[src/rtl/banked_reg_file.sv]
// Banked file-register block for the 8-bit mini-CPU: banked RAM, INDF, TMR0 with prescaler, TRIS.
// Optional macro RAM_CLR_EN: sweeps RAM to 0x00 after reset, with busy high during the sweep.
module banked_reg_file #(
  parameter int BANKS = 4,
  parameter int PA_W  = 4,
  parameter int PB_W  = 8,
  localparam int BW   = (BANKS >= 4) ? 2 : (BANKS == 2) ? 1 : 0
) (
  input  logic              clk,
  input  logic              rst,
  input  logic [4:0]        f_adrs,
  input  logic              f_wr,
  input  logic [7:0]        f_in_data,
  output logic [7:0]        f_out_data,
  input  logic              C_en,
  input  logic              DC_en,
  input  logic              Z_en,
  input  logic              C_new,
  input  logic              DC_new,
  input  logic              Z_new,
  input  logic              SLEEP,
  input  logic              CLRWDT,
  input  logic              wdtmr,
  input  logic              option_wr,
  input  logic              tris_wr,
  input  logic              tris_sel,
  input  logic              tmr0_tick,
  input  logic              t0cki,
  input  logic [7:0]        PCL1,
  input  logic [PA_W-1:0]   porta_in,
  input  logic [PB_W-1:0]   portb_in,
  output logic [PA_W-1:0]   PORTA,
  output logic [PB_W-1:0]   PORTB,
  output logic [PA_W-1:0]   porta_oe,
  output logic [PB_W-1:0]   portb_oe,
  output logic [5+BW-1:0]   FSR,
  output logic              C,
  output logic              PCL_wr,
  output logic              tmr0_ovf,
  output logic              busy
);
  localparam int FSR_W = 5 + BW;
  localparam int DEPTH = 9 + 16 * BANKS;
  localparam int AW    = 7;

  logic [FSR_W-1:0] fsr_q, fsr_d;
  logic [7:0]       tmr0_q, tmr0_d, pre_q, pre_d;
  logic [1:0]       inh_q, inh_d;
  logic             ovf_q, ovf_d;
  logic [5:0]       option_q, option_d;
  logic [PA_W-1:0]  trisa_q, trisa_d, porta_q, porta_d;
  logic [PB_W-1:0]  trisb_q, trisb_d, portb_q, portb_d;
  logic [2:0]       pa_q, pa_d;
  logic             to_n_q, to_n_d, pd_n_q, pd_n_d;
  logic             z_q, z_d, dc_q, dc_d, c_q, c_d;
  logic [2:0]       t0_sync_q, t0_sync_d;
  logic [7:0]       ram_q [DEPTH];

  logic [4:0]    ea;
  logic [1:0]    bank;
  logic [AW-1:0] ram_idx, ram_waddr;
  logic [7:0]    ram_wdata, fsr_rd;
  logic          is_ram, wr, stat_wr, ram_we;

  // INDF with FSR[4:0]==0 yields EA 0, which is never written and reads as zero
  always_comb begin
    ea      = (f_adrs == 5'd0) ? fsr_q[4:0] : f_adrs;
    bank    = 2'(fsr_q >> 5);
    is_ram  = (ea >= 5'd7);
    wr      = f_wr & (ea != 5'd0);
    stat_wr = wr & (ea == 5'd3);
    ram_idx = ea[4] ? (7'd9 + {1'b0, bank, 4'b0000} + {3'b000, ea[3:0]})
                    : ({2'b00, ea} - 7'd7);
  end

`ifdef RAM_CLR_EN
  // state | meaning
  // IDLE  | normal operation, RAM accessible
  // CLEAR | sweeping RAM to 0x00, one byte per cycle, highest index first
  localparam logic [0:0] ST_IDLE  = 1'b0;
  localparam logic [0:0] ST_CLEAR = 1'b1;

  logic [0:0]    state_q, state_d;
  logic [AW-1:0] clr_cnt_q, clr_cnt_d;

  always_comb begin
    state_d   = state_q;
    clr_cnt_d = clr_cnt_q;
    if (state_q == ST_CLEAR) begin
      if (clr_cnt_q == '0) state_d = ST_IDLE;
      else                 clr_cnt_d = clr_cnt_q - 1'b1;
    end
  end

  always_ff @(posedge clk) begin
    if (rst) begin
      state_q   <= ST_CLEAR;
      clr_cnt_q <= AW'(DEPTH - 1);
    end else begin
      state_q   <= state_d;
      clr_cnt_q <= clr_cnt_d;
    end
  end

  assign busy = (state_q == ST_CLEAR);
`else
  assign busy = 1'b0;
`endif

  always_comb begin
    ram_we    = wr & is_ram & ~busy;
    ram_waddr = ram_idx;
    ram_wdata = f_in_data;
`ifdef RAM_CLR_EN
    if (busy) begin
      ram_we    = 1'b1;
      ram_waddr = clr_cnt_q;
      ram_wdata = 8'h00;
    end
`endif
  end

  always_ff @(posedge clk) begin
    if (ram_we) ram_q[ram_waddr] <= ram_wdata;
  end

  always_comb begin
    fsr_rd             = 8'hFF;
    fsr_rd[FSR_W-1:0]  = fsr_q;
    case (ea)
      5'd0:    f_out_data = 8'h00;
      5'd1:    f_out_data = tmr0_q;
      5'd2:    f_out_data = PCL1;
      5'd3:    f_out_data = {pa_q, to_n_q, pd_n_q, z_q, dc_q, c_q};
      5'd4:    f_out_data = fsr_rd;
      5'd5:    f_out_data = 8'(porta_in);
      5'd6:    f_out_data = 8'(portb_in);
      default: f_out_data = busy ? 8'h00 : ram_q[ram_idx];
    endcase
  end

  always_comb begin
    fsr_d    = fsr_q;
    porta_d  = porta_q;
    portb_d  = portb_q;
    option_d = option_q;
    trisa_d  = trisa_q;
    trisb_d  = trisb_q;
    pa_d     = pa_q;
    z_d      = z_q;
    dc_d     = dc_q;
    c_d      = c_q;
    to_n_d   = to_n_q;
    pd_n_d   = pd_n_q;
    if (wr && ea == 5'd4) fsr_d   = f_in_data[FSR_W-1:0];
    if (wr && ea == 5'd5) porta_d = f_in_data[PA_W-1:0];
    if (wr && ea == 5'd6) portb_d = f_in_data[PB_W-1:0];
    if (option_wr) option_d = f_in_data[5:0];
    if (tris_wr && !tris_sel) trisa_d = f_in_data[PA_W-1:0];
    if (tris_wr && tris_sel)  trisb_d = f_in_data[PB_W-1:0];
    // ALU flag updates take priority over a STATUS write for all three flags
    if (C_en || DC_en || Z_en) begin
      if (C_en)  c_d  = C_new;
      if (DC_en) dc_d = DC_new;
      if (Z_en)  z_d  = Z_new;
    end else if (stat_wr) begin
      {z_d, dc_d, c_d} = f_in_data[2:0];
    end
    if (stat_wr) pa_d = f_in_data[7:5];
    if (CLRWDT || SLEEP || wdtmr) to_n_d = CLRWDT | SLEEP;
    if (CLRWDT || SLEEP)          pd_n_d = CLRWDT;
  end

  logic       t0cs, t0se, psa, src_ev, inc;
  logic [2:0] ps;
  logic [8:0] div;
  logic [7:0] pre_mask;

  always_comb begin
    {t0cs, t0se, psa, ps} = option_q;
    t0_sync_d = {t0_sync_q[1:0], t0cki};
    div       = 9'd2 << ps;
    pre_mask  = 8'(div - 9'd1);
    if (t0cs) src_ev = t0se ? (~t0_sync_q[1] & t0_sync_q[2]) : (t0_sync_q[1] & ~t0_sync_q[2]);
    else      src_ev = tmr0_tick;
    tmr0_d = tmr0_q;
    pre_d  = pre_q;
    inh_d  = inh_q;
    inc    = 1'b0;
    // a write wins over any increment and blanks the next two cycles
    if (wr && ea == 5'd1) begin
      tmr0_d = f_in_data;
      pre_d  = 8'h00;
      inh_d  = 2'd2;
    end else if (inh_q != 2'd0) begin
      inh_d = inh_q - 2'd1;
    end else if (src_ev) begin
      if (psa) begin
        inc = 1'b1;
      end else if (pre_q == pre_mask) begin
        pre_d = 8'h00;
        inc   = 1'b1;
      end else begin
        pre_d = pre_q + 8'd1;
      end
    end
    if (inc) tmr0_d = tmr0_q + 8'd1;
    ovf_d = inc & (tmr0_q == 8'hFF);
  end

  always_ff @(posedge clk) begin
    if (rst) begin
      fsr_q     <= '0;
      tmr0_q    <= 8'h00;
      pre_q     <= 8'h00;
      inh_q     <= 2'd0;
      ovf_q     <= 1'b0;
      option_q  <= 6'h3F;
      trisa_q   <= '1;
      trisb_q   <= '1;
      porta_q   <= '0;
      portb_q   <= '0;
      pa_q      <= 3'b000;
      to_n_q    <= 1'b1;
      pd_n_q    <= 1'b1;
      z_q       <= 1'b0;
      dc_q      <= 1'b0;
      c_q       <= 1'b0;
      t0_sync_q <= 3'b000;
    end else begin
      fsr_q     <= fsr_d;
      tmr0_q    <= tmr0_d;
      pre_q     <= pre_d;
      inh_q     <= inh_d;
      ovf_q     <= ovf_d;
      option_q  <= option_d;
      trisa_q   <= trisa_d;
      trisb_q   <= trisb_d;
      porta_q   <= porta_d;
      portb_q   <= portb_d;
      pa_q      <= pa_d;
      to_n_q    <= to_n_d;
      pd_n_q    <= pd_n_d;
      z_q       <= z_d;
      dc_q      <= dc_d;
      c_q       <= c_d;
      t0_sync_q <= t0_sync_d;
    end
  end

  assign PORTA    = porta_q;
  assign PORTB    = portb_q;
  assign porta_oe = ~trisa_q;
  assign portb_oe = ~trisb_q;
  assign FSR      = fsr_q;
  assign C        = c_q;
  assign PCL_wr   = f_wr & (ea == 5'd2);
  assign tmr0_ovf = ovf_q;

endmodule

[config.mk]
export PLATFORM = sky130hd
export DESIGN_NAME = banked_reg_file
export DESIGN_NICKNAME = d
export VERILOG_FILES = /design/src/rtl/banked_reg_file.sv
export SDC_FILE = /design/constraint.sdc
export NUM_CORES = 1
export LEC_CHECK = 0
export BUFFER_PORTS_ARGS = -buffer_cell sky130_fd_sc_hd__buf_2
export CORE_MARGIN = 3
export CORE_UTILIZATION = 50
export CTS_CLUSTER_SIZE = 40
export DETAILED_ROUTE_END_ITERATION = 10
export GPL_TIMING_DRIVEN = 0
export PLACE_DENSITY = 0.76
export SLEW_MARGIN = 20
export SYNTH_ARGS = -nofsm -noshare
export SYNTH_HDL_FRONTEND = slang
export SYNTH_SLANG_ARGS = --single-unit
[constraint.sdc]
create_clock -name clk -period 10.15 [get_ports clk]
set_input_delay 2.03 -clock clk [delete_from_list [all_inputs] [get_ports clk]]
set_output_delay 2.03 -clock clk [all_outputs]
set_load 0.02 [all_outputs]
==> run_summary.xml <==
<?xml version="1.0" encoding="UTF-8"?>
<metrics>
  <group name="power_and_ir_drop">
    <metric name="total_power" unit="uW">6030</metric>
    <metric name="pwr_density_cell" unit="mW/mm2">199</metric>
    <metric name="max-vdd-ir-drop" unit="mV">0.163</metric>
    <metric name="leakage" unit="uW">0.0102</metric>
  </group>
  <group name="detailed_routing">
    <metric name="dr_total_vias" unit="">19800</metric>
    <metric name="wirelength" unit="mm">99.3</metric>
    <metric name="remaining_drc_errors" unit="">0</metric>
    <metric name="first_pass_iters" unit="">6</metric>
    <metric name="postRouteAntennaNets" unit="">0</metric>
    <metric name="route.detailed.wl_per_inst" unit="um">35.3</metric>
    <metric name="drt_iter0_markers" unit="">3941</metric>
    <metric name="avgViaCountPerCell" unit="">7.02</metric>
  </group>
  <group name="global_routing">
    <metric name="first_global_vias" unit="">18500</metric>
    <metric name="global_route.usage.total" unit="%">34.8</metric>
    <metric name="grt.overflow.total" unit="">0</metric>
    <metric name="wire_length_of_the_first_global_routing_pass" unit="mm">137</metric>
    <metric name="antenna_found_initial" unit="">5</metric>
    <metric name="grt_max_degree" unit="">75</metric>
  </group>
  <group name="yosys">
    <metric name="synth-warning-count" unit="">0</metric>
    <metric name="synth_top_area_share" unit="%">66.3</metric>
    <metric name="postSynthAreaPerCell" unit="um2">13.9</metric>
    <metric name="ys_ff_latch" unit="">651</metric>
    <metric name="synth_top_area_cell" unit="">sky130_fd_sc_hd__edfxtp_1</metric>
    <metric name="postSynthCellCount" unit="">1907</metric>
    <metric name="commonest_cells_in_the_synthesized_netlist" unit="">sky130_fd_sc_hd__edfxtp_1, sky130_fd_sc_hd__nand2_1, sky130_fd_sc_hd__nor2_1</metric>
    <metric name="seq_area_frac_synth" unit="%">71.4</metric>
    <metric name="ys_top_cells_by_area" unit="">sky130_fd_sc_hd__edfxtp_1, sky130_fd_sc_hd__dfxtp_1, sky130_fd_sc_hd__nand2_1, sky130_fd_sc_hd__nor2_1, sky130_fd_sc_hd__a22oi_1</metric>
    <metric name="yosysMostFrequentCell" unit="">sky130_fd_sc_hd__edfxtp_1</metric>
    <metric name="synthDistinctLibCells" unit="">81</metric>
    <metric name="syn-num-nets" unit="">1963</metric>
    <metric name="synth_area" unit="mm2">0.0264</metric>
    <metric name="synthArstFlopShare" unit="%">0</metric>
    <metric name="synth_enable_flop_cells" unit="">584</metric>
    <metric name="ys.flop_type" unit="">sky130_fd_sc_hd__edfxtp_1</metric>
  </group>
  <group name="setup_path">
    <metric name="end_kind" unit="">primary output</metric>
    <metric name="critPathLaunchType" unit="">primary input</metric>
    <metric name="timing.reg2reg.worst_path_depth" unit="">13</metric>
    <metric name="crit_start" unit="">f_adrs[2]</metric>
    <metric name="crit_family" unit="">buffers and inverters</metric>
    <metric name="timing.critical_path.to" unit="">f_out_data[1]</metric>
    <metric name="crit_path_top_delay_cell" unit="">sky130_fd_sc_hd__buf_1</metric>
    <metric name="crit_path_cell_trace" unit="">buf_2 &gt; nor2b_1 &gt; a21oi_2 &gt; buf_6 &gt; buf_2 &gt; buf_4 &gt; ha_1 &gt; clkbuf_1 &gt; clkbuf_1 &gt; buf_1 &gt; clkbuf_1 &gt; a221oi_1 &gt; a311oi_1 &gt; o21ai_0 &gt; a31oi_1 &gt; buf_2</metric>
    <metric name="cp.buffers_inverters" unit="">9</metric>
    <metric name="worstSetupPathDepth" unit="">16</metric>
    <metric name="worst_ep_arrival_time" unit="ns">8.39</metric>
    <metric name="timing.reg2reg.setup_slack" unit="ns">3.12</metric>
    <metric name="timing.rr.end" unit="">ram_q[63][2]$_DFFE_PP_</metric>
    <metric name="cp_data_required_time" unit="ns">8.12</metric>
    <metric name="critPathKind" unit="">primary input to primary output</metric>
    <metric name="regToRegStartpoint" unit="">FSR[0]$_SDFFE_PP0P_</metric>
    <metric name="worstPathMaxFanout" unit="">20</metric>
    <metric name="cpPeakStageDelay" unit="ns">0.86</metric>
  </group>
  <group name="clock_network">
    <metric name="clock_tree.htree_level_count" unit="">3</metric>
    <metric name="ctsRootBufferMaster" unit="">sky130_fd_sc_hd__clkbuf_16</metric>
    <metric name="clock_insertion_delay_at_the_later_pin_of_the_skew_report" unit="ns">0.62</metric>
    <metric name="tritoncts_clock_tree" unit="">yes</metric>
    <metric name="cts.reportedPaths.clkPinSlew" unit="ns">0.06</metric>
    <metric name="cts_buffer_count" unit="">67</metric>
    <metric name="number_of_buffers_between_clock_root_and_the_deepest_sink" unit="">3</metric>
    <metric name="cts.sink_count" unit="">651</metric>
  </group>
  <group name="sta">
    <metric name="grt_setup_unrepaired" unit="">false</metric>
    <metric name="setup_ws" unit="ns">-0.267</metric>
    <metric name="worst_slew_margin_rel" unit="%">12.8</metric>
    <metric name="finalClockSkew" unit="ns">0.0260</metric>
    <metric name="final_hold_viol_count" unit="">0</metric>
    <metric name="finalHoldWorstSlack" unit="ns">0.466</metric>
    <metric name="number_of_max_slew_violations_in_the_final_report" unit="">0</metric>
    <metric name="max_clock_freq" unit="GHz">0.0960</metric>
    <metric name="finalWorstPathRequiredPeriod" unit="ns">10.42</metric>
    <metric name="worst_slew_pin_slew" unit="ns">1.31</metric>
    <metric name="final_min_period_over_clock_period" unit="%">103</metric>
    <metric name="final-setup-viol-count" unit="">6</metric>
  </group>
  <group name="placed_design">
    <metric name="finalWeightedCongestion" unit="">1.05</metric>
    <metric name="post-dp-hpwl" unit="mm">63.3</metric>
    <metric name="portBuffers" unit="">85</metric>
  </group>
  <group name="floorplan">
    <metric name="initial_core_util" unit="%">51.0</metric>
    <metric name="floorplan.die_area" unit="mm2">0.0557</metric>
    <metric name="row_count" unit="">83</metric>
    <metric name="floorplan.core_area" unit="mm2">0.0518</metric>
    <metric name="chipHeight" unit="um">236</metric>
    <metric name="dieWidth" unit="um">236</metric>
    <metric name="pin_count" unit="">93</metric>
  </group>
  <group name="hold_path">
    <metric name="min_path_type" unit="">register to register</metric>
    <metric name="hp-start" unit="">t0_sync_q[0]$_SDFF_PP0_</metric>
  </group>
  <group name="finish">
    <metric name="nFillCells" unit="">3966</metric>
    <metric name="final_core_util" unit="%">58.5</metric>
    <metric name="layout-area-overhead-vs-synth" unit="%">14.7</metric>
    <metric name="num-nets-final" unit="">2134</metric>
    <metric name="final_layout_size_suffix_gt1_share" unit="%">16.1</metric>
  </group>
  <group name="status">
    <metric name="run_status" unit="">finished, violations left</metric>
    <metric name="violations" unit="">setup timing</metric>
  </group>
  <group name="run">
    <metric name="number_of_max_capacitance_violations_reported" unit="">0</metric>
  </group>
</metrics>
-- logic make-up (layout without fill, tap and decap cells) --
| logic type | count (synthesis) | after routing | synth area share [%] |
|---|---|---|---|
| simple gates | 574 | 574 | 10.0 |
| flops | 651 | 651 | 71.4 |
| other cells | 1 | 4 | 0.0142 |
| buf+inv | 156 | 382 | 2.67 |
| fa+ha+maj | 6 | 6 | 0.284 |
| mux | 69 | 69 | 3.21 |
| compound gates | 434 | 434 | 11.9 |
| xor+xnor | 16 | 16 | 0.530 |
-- through the flow --
stage	cells	setup TNS, ns	area (um2)	setup WS [ns]
floorplan	1907	0	26400	2.30
global placement	2672	-9.92	27700	-1.63
detailed placement	2681	-9.50	27900	-1.74
CTS	2804	-0.00257	30200	-0.00257
global route	2814	0	30300	0.000628
finish	2816	-0.933	30300	-0.267
-- worst min-delay path by stage --
stage                              end  slack [ns]  cells after the start
6_report       t0_sync_q[1]$_SDFF_PP0_        0.47                      1
5_1_grt        t0_sync_q[1]$_SDFF_PP0_        0.48                      1
4_1_cts        t0_sync_q[1]$_SDFF_PP0_        0.47                      1
3_5_place_dp   t0_sync_q[1]$_SDFF_PP0_        0.43                      1
3_3_place_gp   t0_sync_q[1]$_SDFF_PP0_        0.43                      1
2_1_floorplan  t0_sync_q[1]$_SDFF_PP0_        0.41                      1
-- flip-flops by register name (all words and copies together), names as in the netlist, 4 cells and up --
signal    cells
option_q      6
PORTA         4
tmr0_q        8
pre_q         8
PORTB         8
ram_q       584
trisa_q       4
trisb_q       8
FSR           7
-- worst register-to-register path, delay by kind of cell (launching register included) --
kind / cells / cell delay [ns]
simple gates: 5 / 3.16
buf+inv: 5 / 2.26
compound gates: 2 / 0.55
flops: 1 / 0.38
fa+ha+maj: 1 / 0.32
-- report_power, final --
part	leakage [uW]	switching (uW)	internal, uW
combinational	0.00332	456	143
sequential	0.00580	8.75	2930
clock	0.00108	1060	1430
-- layout by cell type (no fill, tap or decap), drive strengths merged, types with 24 or more instances in the layout --
cell type,netlist,routed
a21oi,96,96
and3,24,24
dfxtp,67,67
edfxtp,584,584
nor3,32,32
o21ai,51,51
inv,32,33
a221oi,28,28
nand3,84,84
a22oi,72,72
clkinv,1,33
buf,70,172
nor2,148,148
mux2i,50,50
a31oi,34,34
clkbuf,53,133
nand2,217,217
-- routing by layer --
metal	share of wire, %	vias up	track usage, %
met5	0.047	-	0.433
li1	-	7772	-
met3	16	475	12.0
met4	8.4	4	24.3
met1	34	9633	45.0
met2	42	1874	49.3
-- repair_timing --
| action | CTS | global route |
|---|---|---|
| gates resized for setup | 23 | 13 |
| hold buffers | 0 | 0 |
| buffers inserted | 0 | 10 |
| setup endpoints to repair | 8 | 7 |
| pin swaps | 0 | 2 |
-- cell type report --
cell class	instances	area, um2	area share (%)
antenna	3	7.51	0.0248
buffer	121	613	2.02
clock buffer	82	1820	5.99
clock inverter	42	385	1.27
inverter	33	124	0.408
multi-input combinational	1100	6970	23.0
sequential	651	18900	62.3
tap	680	851	2.81
timing repair buffer	104	678	2.24
Note: power is estimated with default switching activity, not from simulation.
